**config.mk**
```make
export PLATFORM = sky130hd
export DESIGN_NAME = taus_urng
export DESIGN_NICKNAME = d
export VERILOG_FILES = /design/src/rtl/taus_urng.sv
export SDC_FILE = /design/constraint.sdc
export NUM_CORES = 1
export LEC_CHECK = 0
export CORE_ASPECT_RATIO = 0.75
export CORE_MARGIN = 4
export CORE_UTILIZATION = 50
export DETAILED_ROUTE_END_ITERATION = 6
export GPL_ROUTABILITY_DRIVEN = 0
export HOLD_SLACK_MARGIN = 0.08
export PLACE_DENSITY = 0.71
export SLEW_MARGIN = 20
export SYNTH_ARGS = -nofsm -noshare
export SYNTH_HDL_FRONTEND = slang
export SYNTH_SLANG_ARGS = --single-unit
```
**constraint.sdc**
```tcl
create_clock -name clk -period 3.65 [get_ports clk]
set_input_delay 0.9125 -clock clk [delete_from_list [all_inputs] [get_ports clk]]
set_output_delay 0.9125 -clock clk [all_outputs]
set_load 0.03 [all_outputs]
```
**src/rtl/taus_urng.sv**
```systemverilog
`default_nettype none
// ============================================================================
// Module   : taus_urng
// Purpose  : Two lock-stepped taus88 generators feeding the Box-Muller seed
//            words a/b, with runtime seeding, warm-up and valid/ready output.
// Revision : 1.0  initial release
// ============================================================================
module taus_urng #(
    parameter int          WARMUP  = 8,
    parameter logic [31:0] SEED_A1 = 32'h1234_5678,
    parameter logic [31:0] SEED_A2 = 32'h2345_6789,
    parameter logic [31:0] SEED_A3 = 32'h3456_789A,
    parameter logic [31:0] SEED_B1 = 32'h4567_89AB,
    parameter logic [31:0] SEED_B2 = 32'h5678_9ABC,
    parameter logic [31:0] SEED_B3 = 32'h6789_ABCD
) (
    input  logic        clk,
    input  logic        resetn,
    input  logic        seed_valid,
    input  logic [31:0] seed_data,
    output logic [31:0] a,
    output logic [31:0] b,
    output logic        out_valid,
    input  logic        out_ready
);

    localparam int                CNT_W      = $clog2(WARMUP + 1);
    localparam logic [CNT_W-1:0]  c_cnt_last = CNT_W'(WARMUP - 1);
    localparam logic [CNT_W-1:0]  c_cnt_one  = CNT_W'(1);
    localparam logic [2:0]        c_idx_last = 3'd5;

    typedef enum logic [1:0] {
        S_WARM = 2'd0,
        S_RUN  = 2'd1,
        S_SEED = 2'd2
    } state_t;

    state_t           r_state, w_state_ns;
    logic [CNT_W-1:0] r_cnt, w_cnt_ns;
    logic [2:0]       r_idx, w_idx_ns;
    logic             w_valid_ns;
    logic             w_step;
    logic             w_wr;
    logic [2:0]       w_wr_idx;
    logic [31:0]      w_seed_word;
    // Word order: A.s1, A.s2, A.s3, B.s1, B.s2, B.s3
    logic [31:0]      r_s [0:5];
    logic [31:0]      w_s_nx [0:5];
    logic [31:0]      w_a_nx, w_b_nx;

    function automatic logic [31:0] f_step1(input logic [31:0] s);
        logic [31:0] t;
        t = ((s << 13) ^ s) >> 19;
        return ((s & 32'hFFFF_FFFE) << 12) ^ t;
    endfunction

    function automatic logic [31:0] f_step2(input logic [31:0] s);
        logic [31:0] t;
        t = ((s << 2) ^ s) >> 25;
        return ((s & 32'hFFFF_FFF8) << 4) ^ t;
    endfunction

    function automatic logic [31:0] f_step3(input logic [31:0] s);
        logic [31:0] t;
        t = ((s << 3) ^ s) >> 11;
        return ((s & 32'hFFFF_FFF0) << 17) ^ t;
    endfunction

    function automatic logic [31:0] f_default(input logic [2:0] idx);
        case (idx)
            3'd0:    return SEED_A1;
            3'd1:    return SEED_A2;
            3'd2:    return SEED_A3;
            3'd3:    return SEED_B1;
            3'd4:    return SEED_B2;
            default: return SEED_B3;
        endcase
    endfunction

    // Smallest legal value per word; anything below would lock that component at zero
    function automatic logic [31:0] f_min(input logic [2:0] idx);
        case (idx)
            3'd0, 3'd3: return 32'd2;
            3'd1, 3'd4: return 32'd8;
            default:    return 32'd16;
        endcase
    endfunction

    always_comb begin
        w_s_nx[0] = f_step1(r_s[0]);
        w_s_nx[1] = f_step2(r_s[1]);
        w_s_nx[2] = f_step3(r_s[2]);
        w_s_nx[3] = f_step1(r_s[3]);
        w_s_nx[4] = f_step2(r_s[4]);
        w_s_nx[5] = f_step3(r_s[5]);
        w_a_nx    = w_s_nx[0] ^ w_s_nx[1] ^ w_s_nx[2];
        w_b_nx    = w_s_nx[3] ^ w_s_nx[4] ^ w_s_nx[5];
    end

    assign w_seed_word = (seed_data < f_min(w_wr_idx)) ? f_default(w_wr_idx) : seed_data;

    always_comb begin
        w_state_ns = r_state;
        w_cnt_ns   = r_cnt;
        w_idx_ns   = r_idx;
        w_valid_ns = out_valid;
        w_step     = 1'b0;
        w_wr       = 1'b0;
        w_wr_idx   = r_idx;
        case (r_state)
            S_WARM, S_RUN: begin
                if (seed_valid) begin
                    // Reseed wins over a pending transfer; the held pair is dropped
                    w_wr       = 1'b1;
                    w_wr_idx   = 3'd0;
                    w_idx_ns   = 3'd1;
                    w_valid_ns = 1'b0;
                    w_state_ns = S_SEED;
                end else if (r_state == S_WARM) begin
                    w_step = 1'b1;
                    if (r_cnt == c_cnt_last) begin
                        w_cnt_ns   = '0;
                        w_valid_ns = 1'b1;
                        w_state_ns = S_RUN;
                    end else begin
                        w_cnt_ns = r_cnt + c_cnt_one;
                    end
                end else if (out_ready) begin
                    w_step = 1'b1;
                end
            end
            S_SEED: begin
                if (seed_valid) begin
                    w_wr = 1'b1;
                    if (r_idx == c_idx_last) begin
                        w_idx_ns   = 3'd0;
                        w_cnt_ns   = '0;
                        w_state_ns = S_WARM;
                    end else begin
                        w_idx_ns = r_idx + 3'd1;
                    end
                end
            end
            default: begin
                w_state_ns = S_WARM;
                w_cnt_ns   = '0;
                w_idx_ns   = 3'd0;
                w_valid_ns = 1'b0;
            end
        endcase
    end

    always_ff @(posedge clk) begin
        if (!resetn) begin
            r_state   <= S_WARM;
            r_cnt     <= '0;
            r_idx     <= 3'd0;
            out_valid <= 1'b0;
            a         <= 32'd0;
            b         <= 32'd0;
            for (int i = 0; i < 6; i++) begin
                r_s[i] <= f_default(3'(i));
            end
        end else begin
            r_state   <= w_state_ns;
            r_cnt     <= w_cnt_ns;
            r_idx     <= w_idx_ns;
            out_valid <= w_valid_ns;
            if (w_step) begin
                for (int i = 0; i < 6; i++) begin
                    r_s[i] <= w_s_nx[i];
                end
                a <= w_a_nx;
                b <= w_b_nx;
            end else if (w_wr) begin
                r_s[w_wr_idx] <= w_seed_word;
            end
        end
    end

endmodule
`default_nettype wire

```
# ---- After elaboration in Yosys (flattened, before gate mapping)
# Memory sizes are Yosys's and may differ from the RTL's.
# Index checks and enable logic that the tools add are counted.
dict set report classes {
  add_sub_neg 2
  n_lt_le_gt_ge 1
  muxes 54
  n_bitwise 23
  reduce_logical 11
  eq_ne 15
}
# operator count
set ops {}
lappend ops {{$mux 32} 14}
lappend ops {{$xor 32x32->32} 10}
lappend ops {{$pmux 31 s5} 1}
lappend ops {{$xor 32x13->32} 2}
lappend ops {{$xor 32x21->32} 2}
lappend ops {{$xor 32x7->32} 2}
lappend ops {{$lt 32x32->1} 1}
lappend ops {{$reduce_or 32->1} 1}
lappend ops {{$mux 4} 5}
lappend ops {{$mux 1} 18}
lappend ops {{$mux 3} 6}
lappend ops {{$mux 2} 5}
lappend ops {{$ne 2x2->1 const B} 5}
lappend ops {{$pmux 5 s2} 1}
lappend ops {{$pmux 4 s2} 1}
lappend ops {{$reduce_and 4->1} 2}
lappend ops {{$eq 3x2->1 const B} 2}
lappend ops {{$eq 3x3->1 const B} 2}
lappend ops {{$ne 3x3->1 const B} 2}
lappend ops {{$or 1x1->1} 6}
lappend ops {{$pmux 3 s2} 1}
lappend ops {{$reduce_or 2->1} 3}
lappend ops {{$add 4x1->4 const B} 1}
lappend ops {{$eq 4x3->1 const B} 1}
lappend ops {{12 further kinds} 12}
dict set report totals {
  wordCells 113
  mem_count 1
  mem_bits_rw 192
  output_inout_bits 65
  ff_bits 74
}
# name depth width rd rd_ports_with_merged_regs write_ports line
set memory_table {}
lappend memory_table {r_s 6 32 6 0 6 47} ;# logic [31:0] r_s [0:5];

# ---- Logic depth before layout (Yosys ltp)
dict set report logic_depth {
  word_depth 9
  mapped_depth 12
  depth_no_buf 8
}

# ---- Worst setup path before layout
# OpenSTA, ideal clock, no wires.
dict set report synth_timing {
  path_kind {input port to flip-flop}
  from {input port seed_valid}
  to {memory r_s[4][19], data pin}
  path_buffers 3
  path_slack_ps 337
  t_arrival_ps 3052
  path_stages 10
  setup_time_ps 261
  path_cell_list {buf_2 -> nor2b_1 -> buf_2 -> or3_1 -> ha_1 -> nor2b_1 -> o311ai_2 -> o211a_1 -> buf_4 -> o32a_1}
}
# element line
set synth_rtl {}
lappend synth_rtl {{from (decl)} 19} ;# input logic seed_valid,
lappend synth_rtl {{to (decl)} 47}

==> flow_metrics.tcl <==
set metrics [dict create \
    num_rows 48 \
    first_pass_grt_wire_length_um 55700 \
    post-synth-top-area-fraction_pct 44.2 \
    setup_repair_after_global_routing_missed_its_margin "no" \
    worst_path_max_delay_cell "clkdlybuf4s50_1" \
    root_buffer "clkbuf_16" \
    timing.critical_path.to_type "register" \
    final.fill_count 1825 \
    vias_in_the_first_global_route 8535 \
    leakage_uw 0.00483 \
    cts.sinks 250 \
    area_growth_syn_to_layout_pct 20.7 \
    synth_edf_count 176 \
    run_status "complete, no violations" \
    floorplan.die_area_um2 26500 \
    clock_tree.htree_level_count 1 \
    final-hold-violation-count 0 \
    startpoint_type "input pin" \
    groute.usage.overall_pct 27.9 \
    cts-buffers-inserted 25 \
    critical_path_peak_fanout 5 \
    critPathLaunch "seed_valid" \
    cp.arrival_ps 3380 \
    layout_commonest_cell "edfxtp_1" \
    cts_setup_buffers 0 \
    n_antenna_cell 0 \
    clk_transition_reported_paths_ps 60 \
    layout.cells.most_common_list "edfxtp_1 (176), xnor2_1 (165), clkdlybuf4s50_1 (99)" \
    die_height_um 142 \
    synth-warning-count 0 \
    dr.first_iter.drc_count 1343 \
    layout_setup_ws_ps 519 \
    final_min_period_over_clock_period_pct 85.8 \
    grt_max_degree 87 \
    drt-wirelength-per-cell_um 26.3 \
    netlist_top_cells_area "edfxtp_1 (44%), dfxtp_1 (12%), xnor2_1 (12%)" \
    floorplan.core_area_um2 23200 \
    route.detailed.vias_per_inst 6.26 \
    tritoncts "built" \
    num-nets-final 1174 \
    holdBufCountCts 0 \
    post-route-min-period_ps 3130 \
    post_cts_resized 0 \
    crit_type "in2reg" \
    synth.largest_area_cell "edfxtp_1" \
    critPathMaxStageDelay_ps 440 \
    cp_num_buf_inv 3 \
    utilization_pct 62.1 \
    synthArstFlopShare_pct 0 \
    post-route-drc-count 0 \
    ctsLongestPathBuffers 3 \
    hp-start "b[28]" \
    postRouteAntennaNets 0 \
    syn-instance-count 1011 \
    clock_latency_ps 530 \
    yosys_most_used_dff "edfxtp_1" \
    antenna_found_initial 1 \
    final_layout_size_suffix_gt1_share_pct 10.1 \
    ir_worst_vdd_uv 342 \
    fin_worst_skew_ps 18.3 \
    cap_viol_max_count 0 \
    finalWirelength_um 38300 \
    powerDensity_nw_per_um2 509 \
    post_synth_num_cell_types 50 \
    drtPass1Iterations 6 \
    setup_viol_count_final 0 \
    dpl.hpwl_um 26600 \
    synthesis.area_um2 12000 \
    via_count 9101 \
    min-delay-path-class "reg2reg" \
    ys_seq_area_share_pct 56.6 \
    worst-slew-pin-transition_ps 837 \
    relSlewSlack_pct 44.2 \
    timing.critical_path.cells "clkdlybuf4s50_1, nor2b_1, or3_1, ha_1, nor2b_1, o311ai_2, buf_4, o2111ai_1, buf_4, a31oi_1" \
    grt_overflow_total 0 \
    finalMaxSlewViolations 0 \
    start_util_pct 51.4 \
    number_of_nets_produced_by_synthesis 1050 \
    rr_startpoint "r_idx[0]" \
    post-layout-total-power_uw 7340 \
    timing.critical_path.required_ps 3900 \
    yosys_register_bits 250 \
    top_level_ports 101 \
    placement.setup.worst_slack_ps 71.0 \
    clock.fmax_ghz 0.319 \
    totalNegativeSetupSlack_ps 0 \
    die_w_um 187 \
    portBuffers 99 \
    timing.critical_path.max_delay_family "buffers and inverters" \
    post_synth.cell_area_avg_um2 11.8 \
]
-- final cells by class --
type | instances | area [um2] | share of cell area [%]
Sequential cell | 250 | 6770 | 46.9
Multi-Input combinational cell | 687 | 4880 | 33.9
Timing Repair Buffer | 167 | 1590 | 11.0
Clock buffer | 37 | 744 | 5.16
Tap cell | 300 | 375 | 2.60
Clock inverter | 9 | 52.6 | 0.364
Inverter | 4 | 15.0 | 0.104
-- synthesized netlist by cell type, types with 5 or more instances --
cell type,number
a21oi_1,24
a22o_1,71
a22oi_1,12
a31oi_1,7
buf_1,7
buf_2,22
buf_4,7
clkbuf_1,33
dfxtp_1,74
edfxtp_1,176
nand2_1,94
nor2_1,56
nor4_1,10
o2111ai_1,6
o21ai_0,83
o22ai_1,5
o32a_1,52
or3_1,5
xnor2_1,165
xor2_1,48
-- worst register-to-register path, cell delays in order (launching register included) --
cell and delay, ps:
dfxtp_1 720, nand2_1 310, o21ai_0 170, nand2_1 100
ha_1 190, nor4_1 220, and4_1 370, o2111a_1 530
o32a_1 230
-- registers in the layout, summed over array words and instances (netlist names) --
| signal | flops |
|---|---|
| r_state | 2 |
| out_valid | 1 |
| r_cnt | 4 |
| r_s | 176 |
| a | 32 |
| b | 32 |
| r_idx | 3 |
-- routing by layer --
metal | track usage, % | up-vias | wire (um)
met5 | 0 | - | 13
met4 | 8.01 | 2 | 1250
met3 | 11.1 | 79 | 6150
met2 | 38.5 | 650 | 15200
met1 | 40.6 | 4371 | 15700
li1 | - | 3999 | -
-- stage by stage --
stage	instance area (um2)	std cells	hold WS, ps
after detailed placement	13600	1408	441
after floorplan	12000	1011	414
after CTS	14400	1454	456
after global placement	13600	1408	429
final	14400	1454	450
after global routing	14400	1454	472
-- report_power, final --
part           switching, uW  internal, uW  leakage [uW]  total, uW
Combinational            761           564       0.00216       1330
Clock                   1100          1420      0.000400       2520
Sequential               205          3280       0.00227       3490
-- kinds of logic after synthesis --
group | synth area share, %
AOI/OAI and AO/OA | 17.1
xor gates and xnor gates | 15.6
adders and majority gates | 0.314
buffers and inverters | 2.84
DFF | 56.6
and+or+nand+nor | 7.52
-- final timing paths --
path	to	slack [ps]	cells after the start
setup / recovery	r_s[3][18]	520	10
hold / removal	b[28]	450	2
setup reg to reg	r_s[4][11]	670	8
hold reg to reg	b[28]	450	2
No activity file was read; power rests on OpenSTA's default activity.
